### src/rtl/addsub_op_queue.sv
// ---------------------------------------------------------------------------
// addsub_op_queue
//
// Operand-issue and result-capture stage wrapped around the external
// combinational 4-bit adder/subtractor. Incoming add/sub requests are
// buffered in a small FIFO. The head entry drives the adder/subtractor, and
// its outputs are captured into a holding register. That register offers the
// result downstream through a valid/ready handshake. A saturating counter
// tracks how many overflowed results were accepted downstream.
//
// Ports:
//   clk, rst              clock, synchronous active-high reset
//   in_valid/in_ready     request handshake (in_ready = FIFO not full)
//   in_a, in_b, in_m      operands and operation (m=1 -> A - B)
//   as_a, as_b, as_m      head entry to the adder/subtractor (0 when empty)
//   as_sum/carry/v        adder/subtractor results
//   out_valid/out_ready   result handshake
//   out_sum/carry/v/m     registered result and its operation
//   count                 FIFO occupancy
//   ovf_cnt               saturating count of accepted results with v=1
// ---------------------------------------------------------------------------
module addsub_op_queue #(
   parameter int DEPTH = 4,
   parameter int CW    = 3
) (
   input  logic          clk,
   input  logic          rst,
   input  logic          in_valid,
   output logic          in_ready,
   input  logic [3:0]    in_a,
   input  logic [3:0]    in_b,
   input  logic          in_m,
   output logic [3:0]    as_a,
   output logic [3:0]    as_b,
   output logic          as_m,
   input  logic [3:0]    as_sum,
   input  logic          as_carry,
   input  logic          as_v,
   output logic          out_valid,
   input  logic          out_ready,
   output logic [3:0]    out_sum,
   output logic          out_carry,
   output logic          out_v,
   output logic          out_m,
   output logic [CW-1:0] count,
   output logic [7:0]    ovf_cnt
);

   localparam int PW = (DEPTH > 1) ? $clog2(DEPTH) : 1;

   // Each entry packs {a, b, m}.
   logic [8:0]    mem_q [DEPTH];
   logic [PW-1:0] wrPtr_q, wrPtr_d;
   logic [PW-1:0] rdPtr_q, rdPtr_d;
   logic [CW-1:0] count_q, count_d;

   logic          outValid_q, outValid_d;
   logic [3:0]    outSum_q, outSum_d;
   logic          outCarry_q, outCarry_d;
   logic          outV_q, outV_d;
   logic          outM_q, outM_d;
   logic [7:0]    ovfCnt_q, ovfCnt_d;

   logic          fifoEmpty;
   logic          slotFree;
   logic          push;
   logic          pop;
   logic [8:0]    headEntry;

   // in_ready and the head drive come from registered state only, so nothing
   // combinational runs from in_valid or out_ready back to in_ready.
   assign fifoEmpty = (count_q == '0);
   assign in_ready  = (count_q < CW'(DEPTH));
   assign headEntry = mem_q[rdPtr_q];
   assign as_a      = fifoEmpty ? 4'd0 : headEntry[8:5];
   assign as_b      = fifoEmpty ? 4'd0 : headEntry[4:1];
   assign as_m      = fifoEmpty ? 1'b0 : headEntry[0];

   // The result slot can take a new value when it is empty, or when its
   // current value leaves this cycle. A full FIFO never bypasses a push,
   // because push is qualified by in_ready alone.
   assign slotFree = !outValid_q || out_ready;
   assign push     = in_valid && in_ready;
   assign pop      = !fifoEmpty && slotFree;

   // Next-state logic for the pointers, the occupancy, the result register
   // and the overflow counter. A simultaneous push and pop advances both
   // pointers and leaves the count unchanged.
   always_comb begin
      wrPtr_d    = wrPtr_q;
      rdPtr_d    = rdPtr_q;
      count_d    = count_q;
      outValid_d = outValid_q;
      outSum_d   = outSum_q;
      outCarry_d = outCarry_q;
      outV_d     = outV_q;
      outM_d     = outM_q;
      ovfCnt_d   = ovfCnt_q;

      if (push) begin
         wrPtr_d = wrPtr_q + 1'b1;
      end
      if (pop) begin
         rdPtr_d = rdPtr_q + 1'b1;
      end
      if (push && !pop) begin
         count_d = count_q + 1'b1;
      end else if (!push && pop) begin
         count_d = count_q - 1'b1;
      end

      if (pop) begin
         outValid_d = 1'b1;
         outSum_d   = as_sum;
         outCarry_d = as_carry;
         outV_d     = as_v;
         outM_d     = headEntry[0];
      end else if (outValid_q && out_ready) begin
         outValid_d = 1'b0;
      end

      if (outValid_q && out_ready && outV_q && (ovfCnt_q != 8'hFF)) begin
         ovfCnt_d = ovfCnt_q + 8'd1;
      end
   end

   // Control and result state registers, with a synchronous reset that also
   // discards any pending FIFO entries by clearing the pointers and count.
   always_ff @(posedge clk) begin
      if (rst) begin
         wrPtr_q    <= '0;
         rdPtr_q    <= '0;
         count_q    <= '0;
         outValid_q <= 1'b0;
         outSum_q   <= 4'd0;
         outCarry_q <= 1'b0;
         outV_q     <= 1'b0;
         outM_q     <= 1'b0;
         ovfCnt_q   <= 8'd0;
      end else begin
         wrPtr_q    <= wrPtr_d;
         rdPtr_q    <= rdPtr_d;
         count_q    <= count_d;
         outValid_q <= outValid_d;
         outSum_q   <= outSum_d;
         outCarry_q <= outCarry_d;
         outV_q     <= outV_d;
         outM_q     <= outM_d;
         ovfCnt_q   <= ovfCnt_d;
      end
   end

   // FIFO storage. It is not reset, because the count decides what is valid.
   always_ff @(posedge clk) begin
      if (push && !rst) begin
         mem_q[wrPtr_q] <= {in_a, in_b, in_m};
      end
   end

   assign out_valid = outValid_q;
   assign out_sum   = outSum_q;
   assign out_carry = outCarry_q;
   assign out_v     = outV_q;
   assign out_m     = outM_q;
   assign count     = count_q;
   assign ovf_cnt   = ovfCnt_q;

endmodule

### config.mk
export PLATFORM = sky130hd
export DESIGN_NAME = addsub_op_queue
export DESIGN_NICKNAME = d
export VERILOG_FILES = /design/src/rtl/addsub_op_queue.sv
export SDC_FILE = /design/constraint.sdc
export NUM_CORES = 1
export LEC_CHECK = 0
export CAP_MARGIN = 5
export CORE_UTILIZATION = 47
export DETAILED_ROUTE_END_ITERATION = 7
export PLACE_DENSITY = 0.76
export SLEW_MARGIN = 40
export SYNTH_ARGS = -nofsm -noshare
export SYNTH_HDL_FRONTEND = slang
export SYNTH_SLANG_ARGS = --single-unit
### constraint.sdc
create_clock -name clk -period 2.5 [get_ports clk]
set_clock_uncertainty 0.15 [all_clocks]
set_input_delay 0.25 -clock clk [delete_from_list [all_inputs] [get_ports clk]]
set_output_delay 0.25 -clock clk [all_outputs]
set_load 0.01 [all_outputs]
### Word-level counts from Yosys, hierarchy flattened

Memories as Yosys holds them, arrays and structs flattened. A register that Yosys moved wholly into a read port is not among the register bits.
Cells that the tools add are included.

| word-level totals | value |
|---|---|
| flip-flop bits (word level) | 23 |
| memories | 1 |
| logic and storage cells | 45 |
| bits in writable memories | 36 |
| input port bits | 19 |

Memory list:

| name | words | bits a word | read ports | clocked after memory_dff | wr ports | RTL line | RTL |
|---|---|---|---|---|---|---|---|
| mem_q | 4 | 9 | 1 | 1 | 1 | 52 | `logic [8:0] mem_q [DEPTH];` |

| operators by class | value |
|---|---|
| add/sub/neg operators | 5 |
| reduce and logical (&&, ||, !) cells | 17 |
| equality and inequality tests | 1 |
| magnitude comparators | 1 |
| muxes and demuxes | 11 |

Operators with widths:

| kind | number |
|---|---|
| $add 8x1->8 const B | 1 |
| $logic_and 1x1->1 | 8 |
| $mux 4 | 2 |
| $ne 8x8->1 const B | 1 |
| $mux 3 | 2 |
| $logic_not 1->1 | 5 |
| $mux 1 | 5 |
| $add 2x1->2 const B | 2 |
| $mux 2 | 2 |
| $reduce_bool 2->1 | 2 |
| $add 3x1->3 const B | 1 |
| $logic_not 3->1 | 1 |
| $lt 3x3->1 const B | 1 |
| $sub 3x1->3 const B | 1 |
| $logic_or 1x1->1 | 1 |

### Logic depth before layout (Yosys ltp)

Gate-level depths: netlist of run 1.

| logic depth | value |
|---|---|
| depth in word-level cells | 6 |
| depth in mapped cells | 10 |
| mapped depth without buffers | 8 |

### Least setup slack after synthesis of run 1

Ideal clock, no wire load.

| timing path | value |
|---|---|
| path kind | register -> register |
| from | reg count_q[2], in the netlist count[2] |
| to | reg count_q[2], in the netlist count[2] |
| period minus slack after synthesis | 2431 ps |
| arrival | 2210 ps |
| cell stages (with the launch flop) | 11 |
| slack | 69 ps |
| buffers on the path | 2 |
| required time | 2279 ps |
| path through | dfxtp_1 or3_1 buf_6 buf_6 nand2_1 ha_1 inv_1 fa_1 xor2_1 or3_1 a21oi_1 |

| between the ends | value |
|---|---|
| word-level cells in the longest chain between the ends | 6 |
| elaborated cells on any way between the ends | 14 |

Ends and longest elaborated chain:

| element | RTL line | RTL |
|---|---|---|
| from (decl) | 55 | `logic [CW-1:0] count_q, count_d;` |
| from (signal assigned) | 143 | `count_q <= count_d;` |
| branches (longest 6 deep; another with $lt 3x3->1) | - |  |

Parallel ways; which one is timed is not known. The select of a mux whose other input is x is not followed.
A chain may end at the register's enable or synchronous reset.

==> key figures, run 1 <==
Floorplan
  • Die Span Y: 76.8 um
  • Rows: 26
  • Starting density of the core: 50.1%
  • CORE AREA: 5240 sq um
  • Ports: 48
  • Die area: 5890 sq um
  • Die W: 76.8 um

Setup path
  • R2R setup slack: between 0.2 and 0.25 ns
  • Critical R2R Launch: count[2]
  • Kind of start point of the critical path: flip-flop
  • Worst Setup End Kind: primary output
  • CP max FO: 9
  • Worst-case reg-to-reg path depth: 8
  • Crit path kind: flip-flop to primary output
  • Arr. time, crit path: about 2 ns
  • Reg-to-reg endpoint: count[2]
  • CP required: roughly 2.1 ns
  • Critical path, cell by cell: buf_8, mux4_2, and2_1, clkdlybuf4s50_1
  • Crit-path max cell delay: approximately 0.5 ns
  • Slowest CP cell: mux4_2

Routing
  • ANT nets after route: 0
  • Drt first pass iters: 4
  • Vias: ~1700
  • Initial DRC count: ~110
  • Routed met1 length: roughly 2.1 mm
  • Met3 routed WL: about 250 um
  • Vias per cell: about 5.3
  • Met2 routed WL: roughly 2.3 mm
  • Drt drc: 0
  • Post-Route WL: between 4 and 5 mm
  • Uppermost routed layer: met4
  • Routed wire length per instance: between 10 and 15 um

Timing
  • Fin crit share: between 90 and 100%
  • Worst Hold Slack: 0.329 ns
  • RSZ-0062 raised after global routing: false
  • Fin. Hold Viols: 0
  • Slew margin rel.: 62.3%
  • Setup TNS: 0 ns
  • Actual slew at the worst max-slew pin: roughly 0.56 ns
  • Fmax: ~420 MHz
  • Slew Viols, Final: 0
  • Minimum clock period after layout: 2.41 ns
  • Final setup vio count: 0

Clocking
  • CTS clk-pin slew, worst paths: around 0.07 ns
  • Max Buffers Root-to-Sink: 2
  • Clk sinks: 61
  • Clk_lat worst skew: ~0.34 ns
  • Inserted Clock Buffers: 9
  • TritonCTS clock tree: done
  • H-tree levels: 3
  • Root Driver: clkbuf_8

GRT
  • Global-route wire length before repair: about 8 mm
  • Largest net degree at the start of global routing: 29
  • All-Layer GR Usage: between 10% and 20%
  • Vias in the first global route: about 1600
  • Initial antenna violation count: 0
  • GR Overflow Total: 0

Power and ir drop
  • P per Cell Area: between 900 and 1000 nW/um^2
  • VDD IR max: 0.000613 V
  • Total power: 3.12 mW
  • LEAKAGE: 1.17 nW

Synth
  • Post-Syn Nets: roughly 220
  • Netlist Area Pre-Place: about 2600 sq um
  • Synth cell types: 39
  • Post-synthesis sequential area ratio: between 60 and 70%
  • Syn. warnings: 0
  • Cells after synthesis: about 190
  • Yosys top cell area share: 41.2%
  • Avg Inst Size Synth: roughly 14 sq um
  • Biggest area consumer among synthesized cells: edfxtp_1
  • Area contributors post-synth: edfxtp_1 (41%), dfxtp_1 (19%), mux4_2 (7.7%), and2_1 (3.1%), ha_1 (2.9%)
  • Flops & latches, synth: 61

Run status
  • Outcome: complete, no violations

Finish
  • Area Overhead vs Synth: 28.9%
  • FILL cells: just over 400
  • Antenna diodes: 0
  • Nets: around 270
  • Share of post-route cells with drive strength above 1: 17.4%

Hold path
  • Hold Crit Start: as_sum[3]
  • Number of cells on the worst hold path: 3
  • Hold crit path type: primary input to flip-flop
  • Hold endpoint: out_sum[3]

Placed design
  • HPWL after DPL: roughly 3.3 mm
  • GP Congestion: ~0.78
  • PortBufs: 47

Job
  • Max cap viols: 0
-- registers in the layout (all words and copies together), names as in the netlist, named ones only --
name,count
out_sum,4
ovf_cnt,8
out_m,1
mem_q,36
wrPtr_q,2
rdPtr_q,2
out_carry,1
count,3
out_v,1
out_valid,1
-- kinds of logic after synthesis --
group	after synthesis	synth area share, %
fa+ha+maj	7	3.62
buf+inv	13	3.10
flops	61	60.2
simple gates	55	12.7
compound gates	35	8.91
mux	15	10.4
xor+xnor	3	1.00
-- worst max-delay path: cells and delay by family (launching register included) --
| kind | cells | cell delay [ns] |
|---|---|---|
| multiplexers | 1 | 0.50 |
| flip-flops | 1 | 0.34 |
| AND/OR/NAND/NOR | 1 | 0.18 |
| buffers and inverters | 2 | 0.65 |
-- layout by cell type (no fill, tap or decap), drive strengths merged, types with 2 or more instances in the layout --
| cell type | n |
|---|---|
| or3 | 3 |
| o21ai | 9 |
| and3 | 4 |
| mux2 | 3 |
| nand2b | 3 |
| a211oi | 6 |
| nor2 | 8 |
| clkinvlp | 3 |
| edfxtp | 36 |
| a21oi | 14 |
| ha | 6 |
| nor2b | 7 |
| dfxtp | 25 |
| xor2 | 2 |
| mux4 | 9 |
| nand3 | 11 |
| clkdlybuf4s50 | 46 |
| buf | 10 |
| inv | 7 |
| nand2 | 2 |
| and2 | 13 |
| clkbuf | 9 |
| mux2i | 3 |
| a41oi | 3 |
-- repair_timing --
item	CTS	global route
setup buffers	0	0
hold buffers	0	0
setup endpoints to repair	1	1
gates resized for setup	1	2
-- layout make-up --
cell class | count | area (sq um) | area share [%]
clock buffer | 9 | 124 | 3.66
clock inverter | 7 | 57.6 | 1.70
inverter | 4 | 15.0 | 0.444
multi-input combinational | 115 | 963 | 28.5
sequential | 61 | 1580 | 46.7
tap | 70 | 87.6 | 2.59
timing repair buffer | 57 | 556 | 16.4
-- through the flow --
step	std cells	setup slack [ns]	utilization, %	area, sq um
after floorplan	189	0.0693	-	2630
after global placement	307	0.152	61.0	3190
after detailed placement	307	0.118	61.0	3190
after CTS	323	0.0303	64.5	3380
after global routing	323	0.0221	64.6	3380
final	323	0.0926	64.6	3380
-- Yosys cell counts (all sizes together) --
| cell | instances |
|---|---|
| a2111oi | 1 |
| a211oi | 6 |
| a21oi | 14 |
| a311oi | 1 |
| a31oi | 1 |
| a41oi | 3 |
| and2 | 13 |
| and3 | 4 |
| and4 | 1 |
| buf | 7 |
| clkbuf | 2 |
| dfxtp | 25 |
| edfxtp | 36 |
| fa | 1 |
| ha | 6 |
| inv | 4 |
| mux2 | 3 |
| mux2i | 3 |
| mux4 | 9 |
| nand2 | 2 |
| nand2b | 3 |
| nand3 | 11 |
| nand4 | 1 |
| nor2 | 8 |
| nor2b | 7 |
| nor3 | 1 |
| nor4b | 1 |
| o21ai | 9 |
| or3 | 3 |
| xnor2 | 1 |
| xor2 | 2 |
-- per-layer routing --
layer	up-vias	track usage, %
met2	39	28.2
met5	-	0
li1	832	-
met4	0	7.31
met3	5	7.74
met1	825	22.5
-- worst max path at each step --
stage                     to  depth (start not counted)      start  slack, ns
floorplan           count[2]                         10   count[2]       0.07
detailed placement  count[2]                          9  out_ready       0.12
global route         as_b[1]                          4  flip-flop       0.02
global placement    count[2]                          9  out_ready       0.15
finish               as_b[1]                          4  flip-flop       0.09
CTS                     as_m                          4  flip-flop       0.03
-- power by group --
group	leakage, nW	total (mW)	internal, mW	switching, mW
clock	0.0829	0.782	0.370	0.411
sequential	0.531	1.28	1.19	0.0993
combinational	0.560	1.05	0.590	0.464
total	1.17	3.12	2.15	0.974
No activity file was read; power rests on OpenSTA's default activity.
==> inputs of run 2 (changes only) <==
--- a/config.mk
+++ b/config.mk
@@ -8,7 +8,7 @@
 export CAP_MARGIN = 5
 export CORE_UTILIZATION = 47
 export DETAILED_ROUTE_END_ITERATION = 7
-export PLACE_DENSITY = 0.76
+export PLACE_DENSITY_LB_ADDON = 0.15
 export SLEW_MARGIN = 40
 export SYNTH_ARGS = -nofsm -noshare
 export SYNTH_HDL_FRONTEND = slang
==> key figures, run 2 (synthesis results as in run 1) <==
Run status
  • Outcome: complete, no violations (unchanged)

Placed design
  • GP Congestion: 0.780 (was 0.778)
  • Setup WS pre-CTS: 0.125 ns (was 0.118 ns)
  • PortBufs: 47 (unchanged)
  • Placed Instances: 306 (was 307)
  • HPWL after DPL: 3.26 mm (about the same)

Finish
  • Share of post-route cells with drive strength above 1: 15.9% (was 17.4%)
  • Largest reg by FF count: mem_q (unchanged)
  • Antenna diodes: 0 (unchanged)
  • Largest register FFs: 36 (unchanged)
  • Most frequent cells in the layout: clkdlybuf4s50_1 (47), edfxtp_1 (36), dfxtp_1 (25) (was clkdlybuf4s50_1 (46), edfxtp_1 (36), dfxtp_1 (25))
  • Nets: 273 (was 274)
  • Non-Filler Instances: 322 (was 323)
  • Commonest non-fill, non-tap cell in the layout: clkdlybuf4s50_1 (unchanged)
  • Area Overhead vs Synth: 30.2% (was 28.9%)

Clocking
  • Inserted Clock Buffers: 9 (unchanged)
  • H-tree levels: 3 (unchanged)
  • Clk_lat worst skew: 0.32 ns (was 0.34 ns)
  • Root Driver: clkbuf_8 (unchanged)
  • TritonCTS clock tree: done (unchanged)
  • Clk sinks: 61 (unchanged)
  • Max Buffers Root-to-Sink: 2 (unchanged)
  • Post-CTS Setup Bufs: 0 (unchanged)
  • CTS clk-pin slew, worst paths: 0.06 ns (was 0.07 ns)

Power and ir drop
  • VDD IR max: 0.000689 V (was 0.000613 V)
  • P per Cell Area: 945 nW/um^2 (was 922 nW/um^2)
  • Total power: 3.23 mW (was 3.12 mW)
  • LEAKAGE: 1.18 nW (was 1.17 nW)

Floorplan
  • Rows: 26 (unchanged)
  • CORE AREA: 5240 sq um (unchanged)
  • Die Span Y: 76.8 um (unchanged)
  • Ports: 48 (unchanged)
  • Die W: 76.8 um (unchanged)
  • Die area: 5890 sq um (unchanged)
  • Starting density of the core: 50.1% (unchanged)

Routing
  • Drt drc: 0 (unchanged)
  • Vias per cell: 5.18 (was 5.27)
  • Initial DRC count: 62 (was 108)
  • Vias: 1669 (was 1701)
  • Drt first pass iters: 4 (unchanged)
  • Routed wire length per instance: 14.6 um (about the same)
  • Post-Route WL: 4.71 mm (was 4.73 mm)
  • ANT nets after route: 0 (unchanged)

Setup path
  • Worst Setup End Kind: primary output (unchanged)
  • CP required: 2.10 ns (about the same)
  • Crit path kind: flip-flop to primary output (unchanged)
  • Arr. time, crit path: 1.99 ns (was 2.01 ns)
  • Kind of start point of the critical path: flip-flop (unchanged)
  • CP max FO: 9 (unchanged)

Timing
  • Final setup vio count: 0 (unchanged)
  • Fin crit share: 95.7% (was 96.3%)
  • Fin. Hold Viols: 0 (unchanged)
  • Setup TNS: 0 ns (unchanged)
  • RSZ-0062 raised after global routing: false (unchanged)
  • Minimum clock period after layout: 2.39 ns (was 2.41 ns)
  • Worst Hold Slack: 0.328 ns (was 0.329 ns)
  • Setup ws final: 0.108 ns (was 0.0926 ns)
  • Actual slew at the worst max-slew pin: 0.569 ns (was 0.564 ns)
  • Fmax: 418 MHz (was 415 MHz)
  • Slew margin rel.: 61.9% (was 62.3%)
  • Slew Viols, Final: 0 (unchanged)

GRT
  • Largest net degree at the start of global routing: 29 (unchanged)
  • Vias in the first global route: 1616 (was 1646)
  • Global-route wire length before repair: 7.76 mm (was 7.97 mm)
  • All-Layer GR Usage: 17.4% (was 18.3%)
  • Initial antenna violation count: 0 (unchanged)
  • GR Overflow Total: 0 (unchanged)

Hold path
  • Hold crit path type: flip-flop to flip-flop (was primary input to flip-flop)

Job
  • Max cap viols: 0 (unchanged)
## run 2: cell types whose count changed in the layout (fill, tap and decap cells not counted)
cell / delta
bufinv_16: +2
dlymetal6s2s_1: -1
buf_4: -3
inv_6: -3
clkinvlp_4: -3
clkbuf_1: +1
buf_8: -1
clkinv_2: +2
buf_12: +2
buf_6: +1
clkinv_4: -1
clkinv_1: +2
clkdlybuf4s50_1: +1
## run 2: report_power, final
part | internal [mW] | switching (mW) | total, mW
logic | 0.586 | 0.454 | 1.04
clock network | 0.551 | 0.352 | 0.903
registers | 1.19 | 0.102 | 1.29
## run 2: worst paths after layout
check / from / endpoint / slack (ns) / cells after the start
worst max-delay path: flip-flop / as_m / 0.11 / 4
worst min-delay path: out_sum[0] / out_sum[0] / 0.33 / 2
worst max register to register: count[2] / count[2] / 0.22 / 8
worst min register to register: out_sum[0] / out_sum[0] / 0.33 / 2
## run 2: area by class of cell
class | instances | area [sq um]
fillers | 402 | 1820
well taps | 70 | 87.6
clock inverters | 6 | 77.6
repair buffers | 56 | 567
multi-input cells | 115 | 963
inverters | 4 | 15.0
clock buffers | 10 | 128
flip-flops and latches | 61 | 1580
## run 2: what timing repair did
action                                  CTS  global route
hold buffers                              0             0
endpoints found under the setup margin    0             1
resized for setup                         0             1
## run 2: worst max-delay path, cell delays in order, from the launching register on
cell	delay [ns]
dfxtp_1	0.32
buf_6	0.17
mux4_2	0.53
and2_1	0.18
clkdlybuf4s50_1	0.47
## run 2: layer usage
layer,track usage [%],part of all wire (%),up-vias
met1,22.7,47,797
met4,8.65,1.8,0
met2,27.5,49,32
met5,0,0,-
met3,3.57,2.7,9
li1,-,-,831
## run 2: metrics by stage
| stage | instance area (sq um) | utilization (%) |
|---|---|---|
| 2_1_floorplan | 2630 | - |
| 3_3_place_gp | 3210 | 61.3 |
| 3_5_place_dp | 3210 | 61.3 |
| 4_1_cts | 3420 | 65.2 |
| 5_1_grt | 3420 | 65.3 |
| 6_report | 3420 | 65.3 |
